## src/rtl/ccr_unit.sv

```systemverilog
// Condition-code register stage: latches ALU {C,N,Z}, clears tested flag on taken jumps,
// and saves/restores flags across interrupts. Define CCR_NEST_EN for a DEPTH-entry shadow stack.
module ccr_unit #(
  parameter int DEPTH = 4,
  parameter int DW    = $clog2(DEPTH + 1)
) (
  input  logic          clk,
  input  logic          rst_n,
  input  logic          stall,
  input  logic          flag_we,
  input  logic [2:0]    alu_ccr,
  input  logic [4:0]    alu_op,
  input  logic          jump_taken,
  input  logic          int_save,
  input  logic          rti_restore,
  output logic [2:0]    ccr,
  output logic [DW-1:0] depth,
  output logic          ovf_err,
  output logic          unf_err
);

  localparam logic [4:0] OP_JZ = 5'd20;
  localparam logic [4:0] OP_JN = 5'd21;
  localparam logic [4:0] OP_JC = 5'd22;

  logic [2:0] ccr_q;
  logic [2:0] ccr_n;

  // Normal next value: fresh ALU flags or held flags, minus the flag a taken jump tested.
  // NOTE: every always_comb output gets a default first so no path leaves it unassigned (no latch).
  always_comb begin
    ccr_n = flag_we ? alu_ccr : ccr_q;
    if (jump_taken) begin
      case (alu_op)
        OP_JZ:   ccr_n[0] = 1'b0;
        OP_JN:   ccr_n[1] = 1'b0;
        OP_JC:   ccr_n[2] = 1'b0;
        default: ;
      endcase
    end
  end

`ifdef CCR_NEST_EN
  localparam int IW = (DEPTH > 1) ? $clog2(DEPTH) : 1;

  logic [2:0]    stack_q [DEPTH];
  logic [DW-1:0] depth_q;
  logic          ovf_q;
  logic          unf_q;
  logic [DW-1:0] depth_m1;
  logic [IW-1:0] wr_idx;
  logic [IW-1:0] rd_idx;
  logic          full;
  logic          empty;

  always_comb begin
    depth_m1 = depth_q - DW'(1);
    wr_idx   = depth_q[IW-1:0];
    rd_idx   = depth_m1[IW-1:0];
    full     = (depth_q == DW'(DEPTH));
    empty    = (depth_q == '0);
  end

  // NOTE: sequential state uses non-blocking assignments so all registers update from pre-edge values.
  // NOTE: the stack is cleared on reset because popped entries must read as zero, not X.
  always_ff @(posedge clk or negedge rst_n) begin
    if (!rst_n) begin
      ccr_q   <= 3'b000;
      depth_q <= '0;
      ovf_q   <= 1'b0;
      unf_q   <= 1'b0;
      for (int i = 0; i < DEPTH; i++) stack_q[i] <= 3'b000;
    end else if (!stall) begin
      if (int_save) begin
        ccr_q <= ccr_n;
        if (!full) begin
          stack_q[wr_idx] <= ccr_n;
          depth_q         <= depth_q + DW'(1);
        end else begin
          ovf_q <= 1'b1;
        end
      end else if (rti_restore && !empty) begin
        ccr_q   <= stack_q[rd_idx];
        depth_q <= depth_m1;
      end else begin
        ccr_q <= ccr_n;
        if (rti_restore) unf_q <= 1'b1;
      end
    end
  end

  assign depth   = depth_q;
  assign ovf_err = ovf_q;
  assign unf_err = unf_q;
`else
  logic [2:0] shadow_q;

  always_ff @(posedge clk or negedge rst_n) begin
    if (!rst_n) begin
      ccr_q    <= 3'b000;
      shadow_q <= 3'b000;
    end else if (!stall) begin
      if (int_save) begin
        ccr_q    <= ccr_n;
        shadow_q <= ccr_n;
      end else if (rti_restore) begin
        ccr_q <= shadow_q;
      end else begin
        ccr_q <= ccr_n;
      end
    end
  end

  assign depth   = '0;
  assign ovf_err = 1'b0;
  assign unf_err = 1'b0;
`endif

  assign ccr = ccr_q;

endmodule

```

## config.mk

```make
export PLATFORM = sky130hd
export DESIGN_NAME = ccr_unit
export DESIGN_NICKNAME = d
export VERILOG_FILES = /design/src/rtl/ccr_unit.sv
export SDC_FILE = /design/constraint.sdc
export NUM_CORES = 1
export LEC_CHECK = 0
export CORE_AREA = 2 2 39 41
export CTS_CLUSTER_SIZE = 25
export DETAILED_ROUTE_END_ITERATION = 10
export DIE_AREA = 0 0 41 43
export PLACE_DENSITY = 0.74
export SLEW_MARGIN = 20
export SYNTH_ARGS = -nofsm -noshare
export SYNTH_HDL_FRONTEND = slang
export SYNTH_SLANG_ARGS = --single-unit
```

## constraint.sdc

```tcl
create_clock -name clk -period 0.9 [get_ports clk]
set_input_delay 0.18 -clock clk [delete_from_list [all_inputs] [get_ports clk]]
set_output_delay 0.18 -clock clk [all_outputs]
set_load 0.02 [all_outputs]
```

; ---- Word-level counts from Yosys, hierarchy flattened
; Index checks and enable logic that the tools add are counted.
[totals]
inputBits = 15
out_inout_bits = 8
ff_bits = 6
[op_classes]
n_eq_ne = 3
bitwise = 1
muxes = 7
n_reduce_logical = 1
[op_table]
columns = op, n
row1 = $eq A5 B5 Y1 const B, 3
row2 = $mux W3, 4
row3 = $mux W1, 3
row4 = $reduce_and A2 Y1, 1
row5 = $not A1 Y1, 1

; ---- Longest topological paths before layout
[depth]
depth_word = 5
mapped_depth = 3
depth_no_buf = 3

; ---- Least setup slack after synthesis
; Ideal clock, no wire load.
[synth_path]
path_kind = register -> register
startpoint = register ccr_q[0], in the netlist ccr[0]
endpoint = register shadow_q[0]
setup_time_ns = 0.125
path_stages_with_launch = 4
t_arrival_ns = 0.873
period_less_slack_ns = 0.998
required_ns = 0.775
n_path_buf = 0
slack_ns = -0.098
path_cell_list = dfrtp_1 -> mux2_4 -> o21ai_0 -> o21ai_1
[synth_via]
elab_chain_len = 3
[synth_rtl]
columns = element, line_no
row1 = "start, declared", 26  ; logic [2:0] ccr_q;
row2 = "start signal, assigned", 104  ; ccr_q <= ccr_n;
row3 = "start signal, assigned", 107  ; ccr_q <= shadow_q;
row4 = "start signal, assigned", 109  ; ccr_q <= ccr_n;
row5 = $mux W3 *, 32  ; ccr_n = flag_we ? alu_ccr : ccr_q;
row6 = $mux W1, 34  ; case (alu_op)
row7 = $mux W3 *, 33  ; if (jump_taken) begin
row8 = "end signal, assigned", 105  ; shadow_q <= ccr_n;
row9 = "end, declared", 96  ; logic [2:0] shadow_q;
; Every way passes the cells marked *; elsewhere a longest branch is shown, timed or not.
; A chain may end at the register's enable or synchronous reset.

; ---- Worst setup path after layout
[layout_path]
startpoint = register ccr_q[0], in the netlist ccr[0]
endpoint = register ccr_q[0], in the netlist ccr[0]
[layout_via]
elab_chain_len = 5
[layout_rtl]
columns = element, line_no
row1 = $mux W3 *, 32
row2 = $mux W1, 34
row3 = $mux W3 *, 33
row4 = $mux W3, 106  ; end else if (rti_restore) begin
row5 = $mux W3 *, 103  ; if (int_save) begin
; Marks and branches as above.

==> key figures <==
Floorplanning
  • Die width: 41 um
  • Core Region: 1380 um2
  • Die Span Y: 43 um
  • Std-Cell Rows: 14
  • I/O pin cnt: 23
  • Full die area: 1760 um2
  • Starting density of the core: 0.291

Yosys
  • Synth cell types: 21
  • Yosys reg bits: 6
  • Post-synth top flop: dfrtp_1
  • Synth top area cells: dfrtp_1, buf_4, o31ai_1, nand4b_4, mux2i_1
  • Most instantiated library cell after synthesis: dfrtp_1
  • Area share of the largest cell type after synthesis: 0.373
  • EDFF count, synth: 0
  • Synth Cell Area: ~400 um2
  • Top cells by count, synth: dfrtp_1, buf_4, nand2_1, o31ai_1
  • Cell taking the most area after synthesis: dfrtp_1
  • Mean Syn Cell Area: between 10 and 15 um2
  • Synth warn: 0
  • Sequential-to-total area share from yosys stat: 0.373
  • Post-Syn Instances: 40
  • Async SR Flop Fraction: 1.00

Critical path
  • Critical path capture point type: flop
  • Critical path, cell by cell: buf_6 > mux2_4 > o211ai_2 > a2bb2oi_2
  • Startpoint types: flop
  • Critical path required time: just over 1 ns
  • Crit Path Max Fanout: 2
  • R2R depth: 4
  • Crit path kind: flop to flop
  • R2r setup slk: -0.16 ns
  • R2R Path End: ccr[0]
  • RR Startpoint: ccr[0]
  • Critical Path Source: ccr[0]
  • Crit path DAT: 1.18 ns
  • CP max-delay cell: dfrtp_2
  • CP max stage delay: roughly 0.4 ns

Timing
  • Worst setup margin: -0.161 ns
  • Fmax: around 0.94 GHz
  • Max-slew violations: 0
  • Hold slack: 0.173 ns
  • Setup-failing EPs final: 8
  • RSZ-0062 raised after global routing: yes
  • Final min period: about 1.1 ns
  • Fin crit share: 1.18
  • Final hold violation count: 0
  • Clock Skews: ~0.0093 ns

Drt
  • Antenna-violating nets left: 0
  • Vias: 383
  • DRC: 0
  • Drt via density: around 4.7
  • Wire per inst: between 10 and 15 um
  • Total Wirelength: about 1100 um
  • Initial drt markers: 1
  • Drt first pass iters: 4

Clocking
  • CTS tree: built
  • CTS root buffer: clkbuf_4
  • TritonCTS buffer count: 3
  • Worst-Skew Late Latency: 0.25 ns
  • Clock Sinks: 6
  • Clk buf depth: 2
  • Clock slew at reported path FFs: about 0.05 ns
  • H-tree depth: 1
  • Hold Buf Count CTS: 0

Placement
  • Placed cell area: 604 um2
  • Input/output buffers: 17
  • Dpl cells: 76
  • GPL Wtd Cong: roughly 0.7
  • DP HPWL: 815 um

Cells and area
  • Non-Filler Instances: 82
  • Nets: ~80
  • ANT cells: 0
  • Fraction of layout cells with a size suffix above 1: 0.530
  • Register area: around 150 um2
  • Design Area, Final: approximately 740 um2
  • Multi-input logic area: between 300 and 400 um2
  • Filler instances: approximately 130
  • Post-layout util: 0.534
  • Area grow syn2layout: 83.5%

GRT
  • Initial antenna violation count: 0
  • Total Routing Usage GR: 0.138
  • Congestion Overflow GR: 0
  • First-pass GRT wire length: roughly 1500 um
  • Number of global-route vias before repair: about 370
  • Largest net degree at the start of global routing: 7

Power and ir drop
  • Worst VDD drop: around 0.6 mV
  • Overall power: 1.02 mW
  • Pwr Density: ~1400 nW/um2
  • Leak pwr: about 0.33 nW

Run status
  • Failing checks: negative setup slack
  • Outcome: finished with violations

Hold path
  • Hold crit path type: input pin to async pin

Flow run
  • Maxcap violations: 0
-- where the power goes --
group	switching, mW	total, mW	internal, mW
registers	0.0371	0.355	0.318
logic	0.181	0.399	0.218
clock network	0.100	0.268	0.168
total	0.318	1.02	0.704
-- registers in the layout, indices dropped and copies added (netlist names) --
signal,cells
shadow_q,3
ccr,3
-- per-layer routing --
layer / wire, um / vias up / part of all wire / GRT usage
li1: - / 186 / - / -
met1: 462 / 190 / 0.42 / 0.139
met2: 589 / 7 / 0.54 / 0.228
met3: 44 / 0 / 0.040 / 0.0471
met4: 0 / 0 / 0 / 0.0800
met5: 0 / - / 0 / 0
-- repair_timing --
item | 4_1_cts | 5_1_grt
buffers inserted | 1 | 1
resized for setup | 43 | 4
endpoints found under the setup margin | 9 | 8
pin swaps | 6 | 1
-- kinds of logic after synthesis --
| logic type | count (synthesis) | synth area share |
|---|---|---|
| compound gates | 11 | 0.196 |
| simple gates | 13 | 0.233 |
| mux | 3 | 0.0869 |
| buf+inv | 6 | 0.102 |
| flops | 6 | 0.373 |
| other cells | 1 | 0.00931 |
-- per-stage QoR --
| step | TNS [ns] | setup slack (ns) |
|---|---|---|
| floorplan | -0.156 | -0.0740 |
| finish | -0.637 | -0.161 |
| CTS | -0.677 | -0.154 |
| detailed placement | -3.50 | -0.555 |
| global route | -0.884 | -0.189 |
| global placement | -3.37 | -0.522 |
-- cells in the final DEF (no fill, tap or decap), types with 2 or more instances in the layout --
cell,netlist,layout
a31oi_4,0,2
and2_4,0,2
buf_4,5,4
buf_6,0,4
clkbuf_4,0,3
clkdlybuf4s50_1,0,4
conb_1,1,5
dfrtp_1,6,3
dfrtp_2,0,3
dlygate4sd2_1,0,10
nand2_1,4,3
o31ai_2,0,3
-- layout make-up --
| type | count | share of cell area |
|---|---|---|
| inverters | 1 | 0.00508 |
| flip-flops and latches | 6 | 0.208 |
| well taps | 16 | 0.0271 |
| clock buffers | 4 | 0.0355 |
| multi-input cells | 32 | 0.443 |
| repair buffers | 23 | 0.281 |
-- worst max-delay path, delay by kind of cell, from the launching register on --
kind / cells / cell delay [ns]
flip-flops: 1 / 0.40
AO/OA/AOI/OAI: 2 / 0.16
multiplexers: 1 / 0.27
buffers and inverters: 1 / 0.11
-- worst max path at each step --
stage          depth (start not counted)          end
2_1_floorplan                          3  shadow_q[0]
3_3_place_gp                           4       ccr[1]
3_5_place_dp                           4       ccr[1]
4_1_cts                                4       ccr[0]
5_1_grt                                4       ccr[0]
6_report                               4       ccr[0]
No activity file was read; power rests on OpenSTA's default activity.
